==> src/rtl/inst_queue.sv <==
// Dual-issue fetch-to-decode instruction queue: circular buffer, up to two entries in and out per cycle.
// Define INST_QUEUE_BYPASS_EN to forward inputs straight to the outputs when the queue is empty.
module inst_queue #(
    parameter int unsigned DEPTH  = 8,
    parameter int unsigned PC_W   = 32,
    parameter int unsigned INST_W = 32
) (
    input  logic                    clk,
    input  logic                    rst,
    input  logic                    flush,
    input  logic [1:0]              in_valid,
    input  logic [PC_W-1:0]         in1_pc,
    input  logic [PC_W-1:0]         in1_npc,
    input  logic [INST_W-1:0]       in1_inst,
    input  logic [PC_W-1:0]         in2_pc,
    input  logic [PC_W-1:0]         in2_npc,
    input  logic [INST_W-1:0]       in2_inst,
    output logic                    in_ready,
    output logic [1:0]              out_valid,
    output logic [PC_W-1:0]         out1_pc,
    output logic [PC_W-1:0]         out1_npc,
    output logic [INST_W-1:0]       out1_inst,
    output logic [PC_W-1:0]         out2_pc,
    output logic [PC_W-1:0]         out2_npc,
    output logic [INST_W-1:0]       out2_inst,
    input  logic [1:0]              out_ack,
    output logic [$clog2(DEPTH):0]  count
);
    localparam int unsigned PTR_W = $clog2(DEPTH);
    localparam int unsigned CNT_W = PTR_W + 1;

    typedef struct packed {
        logic [PC_W-1:0]   pc;
        logic [PC_W-1:0]   npc;
        logic [INST_W-1:0] inst;
    } entry_t;

    entry_t           mem [DEPTH];
    logic [PTR_W-1:0] rptr;
    logic [PTR_W-1:0] wptr;

    entry_t     slot1, slot2, cmp0, cmp1, rd0, rd1, wr0;
    logic [1:0] n_in, n_out, n_pop, n_store, ack_eff, vld;
    logic       bypass, accept;

    assign slot1 = '{pc: in1_pc, npc: in1_npc, inst: in1_inst};
    assign slot2 = '{pc: in2_pc, npc: in2_npc, inst: in2_inst};

    // Valid input slots compacted so the older one is always first
    assign cmp0 = in_valid[0] ? slot1 : slot2;
    assign cmp1 = slot2;
    assign n_in = {1'b0, in_valid[0]} + {1'b0, in_valid[1]};

    assign in_ready = (count <= CNT_W'(DEPTH - 2));

`ifdef INST_QUEUE_BYPASS_EN
    assign bypass = (count == '0) && !flush && !rst;
    assign vld    = bypass ? {&in_valid, |in_valid}
                           : {count >= CNT_W'(2), count >= CNT_W'(1)};
    assign rd0    = bypass ? cmp0 : mem[rptr];
    assign rd1    = bypass ? cmp1 : mem[rptr + PTR_W'(1)];
`else
    assign bypass = 1'b0;
    assign vld    = {count >= CNT_W'(2), count >= CNT_W'(1)};
    assign rd0    = mem[rptr];
    assign rd1    = mem[rptr + PTR_W'(1)];
`endif

    // A lone ack on the second slot is meaningless and consumes nothing
    assign ack_eff = out_ack[0] ? (out_ack & vld) : 2'b00;
    assign n_out   = {1'b0, ack_eff[0]} + {1'b0, ack_eff[1]};
    assign accept  = in_ready && (|in_valid) && !flush;

    // Bypassed entries that decode consumed never touch storage
    assign n_pop   = (flush || bypass) ? 2'd0 : n_out;
    assign n_store = !accept ? 2'd0 : (bypass ? n_in - n_out : n_in);
    assign wr0     = (bypass && n_out != 2'd0) ? cmp1 : cmp0;

    assign out_valid = vld;
    assign out1_pc   = vld[0] ? rd0.pc   : '0;
    assign out1_npc  = vld[0] ? rd0.npc  : '0;
    assign out1_inst = vld[0] ? rd0.inst : '0;
    assign out2_pc   = vld[1] ? rd1.pc   : '0;
    assign out2_npc  = vld[1] ? rd1.npc  : '0;
    assign out2_inst = vld[1] ? rd1.inst : '0;

    always_ff @(posedge clk or posedge rst) begin
        if (rst) begin
            rptr  <= '0;
            wptr  <= '0;
            count <= '0;
        end else if (flush) begin
            rptr  <= '0;
            wptr  <= '0;
            count <= '0;
        end else begin
            rptr  <= rptr + PTR_W'(n_pop);
            wptr  <= wptr + PTR_W'(n_store);
            count <= count + CNT_W'(n_store) - CNT_W'(n_pop);
        end
    end

    // Storage is not reset; pointers and count alone define validity
    always_ff @(posedge clk) begin
        if (n_store != 2'd0) mem[wptr] <= wr0;
        if (n_store == 2'd2) mem[wptr + PTR_W'(1)] <= cmp1;
    end

endmodule

==> config.mk <==
export PLATFORM = sky130hd
export DESIGN_NAME = inst_queue
export DESIGN_NICKNAME = d
export VERILOG_FILES = /design/src/rtl/inst_queue.sv
export SDC_FILE = /design/constraint.sdc
export NUM_CORES = 2
export LEC_CHECK = 0
export ABC_CLOCK_PERIOD_IN_PS = 7200
export CAP_MARGIN = 20
export CORE_ASPECT_RATIO = 1.2
export CORE_MARGIN = 2
export CORE_UTILIZATION = 55
export CTS_CLUSTER_SIZE = 14
export DETAILED_ROUTE_END_ITERATION = 10
export GPL_ROUTABILITY_DRIVEN = 0
export GPL_TIMING_DRIVEN = 1
export PLACE_DENSITY_LB_ADDON = 0.2
export SLEW_MARGIN = 20
export SYNTH_ARGS = -nofsm -noshare
export SYNTH_HDL_FRONTEND = slang
export SYNTH_SLANG_ARGS = --single-unit
==> constraint.sdc <==
create_clock -name clk -period 7.2 [get_ports clk]
set_clock_uncertainty 0.05 [all_clocks]
set_input_delay 1.08 -clock clk [delete_from_list [all_inputs] [get_ports clk]]
set_output_delay 1.08 -clock clk [all_outputs]
set_load 0.02 [all_outputs]
==> key figures <==
Yosys
  – Synth Net Count: 3,619
  – Post-synth cell types: 38
  – Post-synth EDFFs: 768
  – Synthesized area per cell: 13.8 µm²
  – Synth async-reset ratio: 1.29%
  – Mapped Area: 47,000 µm²
  – Yosys reg bits: 778
  – Seq/Total Area, Yosys: 49.6%
  – Synth warnings: 0
  – Cells after synthesis: 3,402
  – Top_reg_cell synth: edfxtp_1

Timing
  – Final setup viols: 0
  – Tmin final: 6460 ps
  – Post-route worst setup slack: 738 ps
  – Fin. max-slew vios: 0
  – Final hold vios: 0
  – Sum of negative setup slack: 0 ps
  – Slew headroom: 18.5%
  – Fmax: 0.155 GHz
  – Min Hold Slack: 673 ps
  – Crit share post-route: 89.8%
  – Least-Margin Pin Slew: 1220 ps
  – RSZ-0062 raised after global routing: no

Global route
  – Total GRT Usage: 33.5%
  – Pin count of the biggest net entering global routing: 139
  – Grt ovf: 0
  – Vias in the first global route: 35.3k
  – Initial antenna violation count: 17
  – First-pass GRT wire length: 221 mm

Layout
  – Commonest non-fill, non-tap cells in the layout: mux2_2, edfxtp_1, mux2i_1, clkdlybuf4s50_1, nor2b_1
  – Fillers: 6,172
  – Final core area utilization: 64.4%
  – Most common cell after layout, fill and taps aside: mux2_2
  – Non-filler instance count after layout: 4,858
  – Seq. cell area: 23,300 µm²
  – Final instance area: 54,600 µm²
  – Multi-input logic area: 22,400 µm²
  – Layout cells sized above 1: 34.1%
  – Area Overhead vs Synth: 16.2%
  – Nets@finish: 3,878

Clock tree
  – Clk buf depth: 3
  – Setup bufs post-CTS: 0
  – CTS root buf: clkbuf_16
  – CTS Hold Bufs: 0
  – CTS sink count: 778
  – Cts repair resizes: 0
  – Worst-path clk slew: 60 ps
  – CTS tree: built
  – Clk_lat worst skew: 640 ps
  – Num CTS Buffers: 81
  – Htree depth: 3

Critical path
  – Crit. End Element: output pin
  – Reg-to-reg startpoint: count[2]$_DFF_PP0_
  – Startpoint Class: register
  – Worst EP required: 6070 ps
  – Worst r2r path cells: 16
  – Largest fanout on the critical path: 73
  – CP max-delay cell: dfrtp_4
  – Largest incremental delay on the critical path: 1010 ps
  – Worst R2R Setup Slack: 3110 ps
  – Crit-path cells: ha_4 > buf_4 > mux2_2 > o22ai_1 > a2111oi_0 > clkdlybuf4s50_1
  – WS Path Type: register to output pin
  – WP data arrival: 5330 ps
  – RR Endpoint: count[3]$_DFF_PP0_

Floorplanning
  – # IOs: 398
  – Die width: 271 µm
  – Core area: 84,800 µm²
  – Die area: 87,700 µm²
  – Initial cell density of the core: 55.4%
  – Die H: 324 µm
  – # rows: 117

Placed design
  – Inst Count DP: 4,708
  – Cell Area, Placed: 52,000 µm²
  – Worst slack at placement: 1480 ps
  – DP HPWL: 84.3 mm
  – PortBufs: 397

Drt
  – Post-DR wirelength/cell: 31.2 µm
  – First-pass detailed-route iteration total: 7
  – Via density: 6.91
  – Routed wire length: 151 mm
  – Antenna-violating nets left: 0
  – 1st-iter DRT viols: 3,399
  – Via count: 33.6k
  – Post-route DRC violation count: 0

Pwr
  – Peak VDD IR: 0.313 mV
  – Total power per unit cell area: 318 nW/µm²
  – Lkg Pwr: 17.5 nW
  – Total chip power: 17.4 mW

Hold path
  – Min-delay worst type: primary input to async pin

Status
  – Status: finished clean

Job
  – Max_cap viols: 0
flip-flops by register name, indices dropped and copies added (netlist names):
| register | count |
|---|---|
| count | 4 |
| mem | 768 |
| rptr | 3 |
| wptr | 3 |
where the power goes:
part           internal [mW]  switching [mW]  total (mW)
logic                   3.34            4.59        7.93
registers               5.18           0.124        5.30
clock network           2.36            1.78        4.14
total                   10.9            6.49        17.4
worst max path at each step:
| stage | start | endpoint | cells after the start |
|---|---|---|---|
| after global routing | rptr[0]$_DFF_PP0_ | out2_pc[20] | 6 |
| after CTS | rptr[0]$_DFF_PP0_ | out2_pc[20] | 6 |
| after floorplan | in_valid[0] | mem[6][0]$_DFFE_PP_ | 8 |
| after detailed placement | rptr[0]$_DFF_PP0_ | out2_pc[20] | 6 |
| final | rptr[0]$_DFF_PP0_ | out2_pc[20] | 6 |
| after global placement | rptr[0]$_DFF_PP0_ | out2_npc[5] | 6 |
cells in the mapped netlist, drive strengths merged, types with 2 or more instances:
| master | instances | share of area (%) |
|---|---|---|
| ha | 14 | 0.37 |
| mux2 | 1056 | 25 |
| and3 | 4 | 0.053 |
| xor2 | 2 | 0.037 |
| nand2b | 3 | 0.040 |
| xnor2 | 5 | 0.11 |
| inv | 16 | 0.13 |
| dfrtp | 10 | 0.53 |
| a21oi | 2 | 0.021 |
| a32oi | 2 | 0.037 |
| a221oi | 96 | 1.8 |
| mux2i | 480 | 10 |
| nand3 | 7 | 0.096 |
| fa | 4 | 0.17 |
| buf | 169 | 2.0 |
| o22ai | 96 | 1.3 |
| edfxtp | 768 | 49 |
| nor2 | 19 | 0.15 |
| a2111oi | 96 | 1.8 |
| clkbuf | 133 | 1.1 |
| o21ai | 2 | 0.021 |
| nand2 | 100 | 0.80 |
| and2 | 6 | 0.080 |
| a22oi | 101 | 1.6 |
| a211oi | 96 | 1.5 |
| nor2b | 108 | 1.4 |
| nand4 | 2 | 0.053 |
cell type report:
| cell class | instances | share of cell area, % |
|---|---|---|
| multi-input cells | 2306 | 41.0 |
| diodes | 5 | 0.0229 |
| clock buffers | 105 | 4.04 |
| flip-flops and latches | 778 | 42.7 |
| clock inverters | 40 | 0.614 |
| well taps | 1130 | 2.59 |
| inverters | 16 | 0.110 |
| repair buffers | 478 | 8.93 |
cells by family after synthesis:
logic type / Yosys count / share of synthesized area [%]
multiplexers: 1536 / 35.6
flip-flops: 778 / 49.6
AO/OA/AOI/OAI: 493 / 8.13
buffers and inverters: 318 / 3.19
AND/OR/NAND/NOR: 252 / 2.78
adder cells (fa/ha/maj): 18 / 0.544
XOR/XNOR: 7 / 0.147
routing by layer:
layer	vias up	share of wire (%)	track usage [%]
li1	14200	-	-
met1	17100	37	41.1
met2	1838	49	57.2
met3	439	9.2	6.38
met4	22	4.4	16.1
met5	-	0.090	0
worst max-delay path, delay by kind of cell, from the launching register on:
| kind | cells | cell delay [ps] |
|---|---|---|
| fa+ha+maj | 1 | 960 |
| buf+inv | 2 | 1350 |
| flops | 1 | 1010 |
| mux | 1 | 260 |
| compound gates | 2 | 950 |
Note: power is estimated with default switching activity, not from simulation.
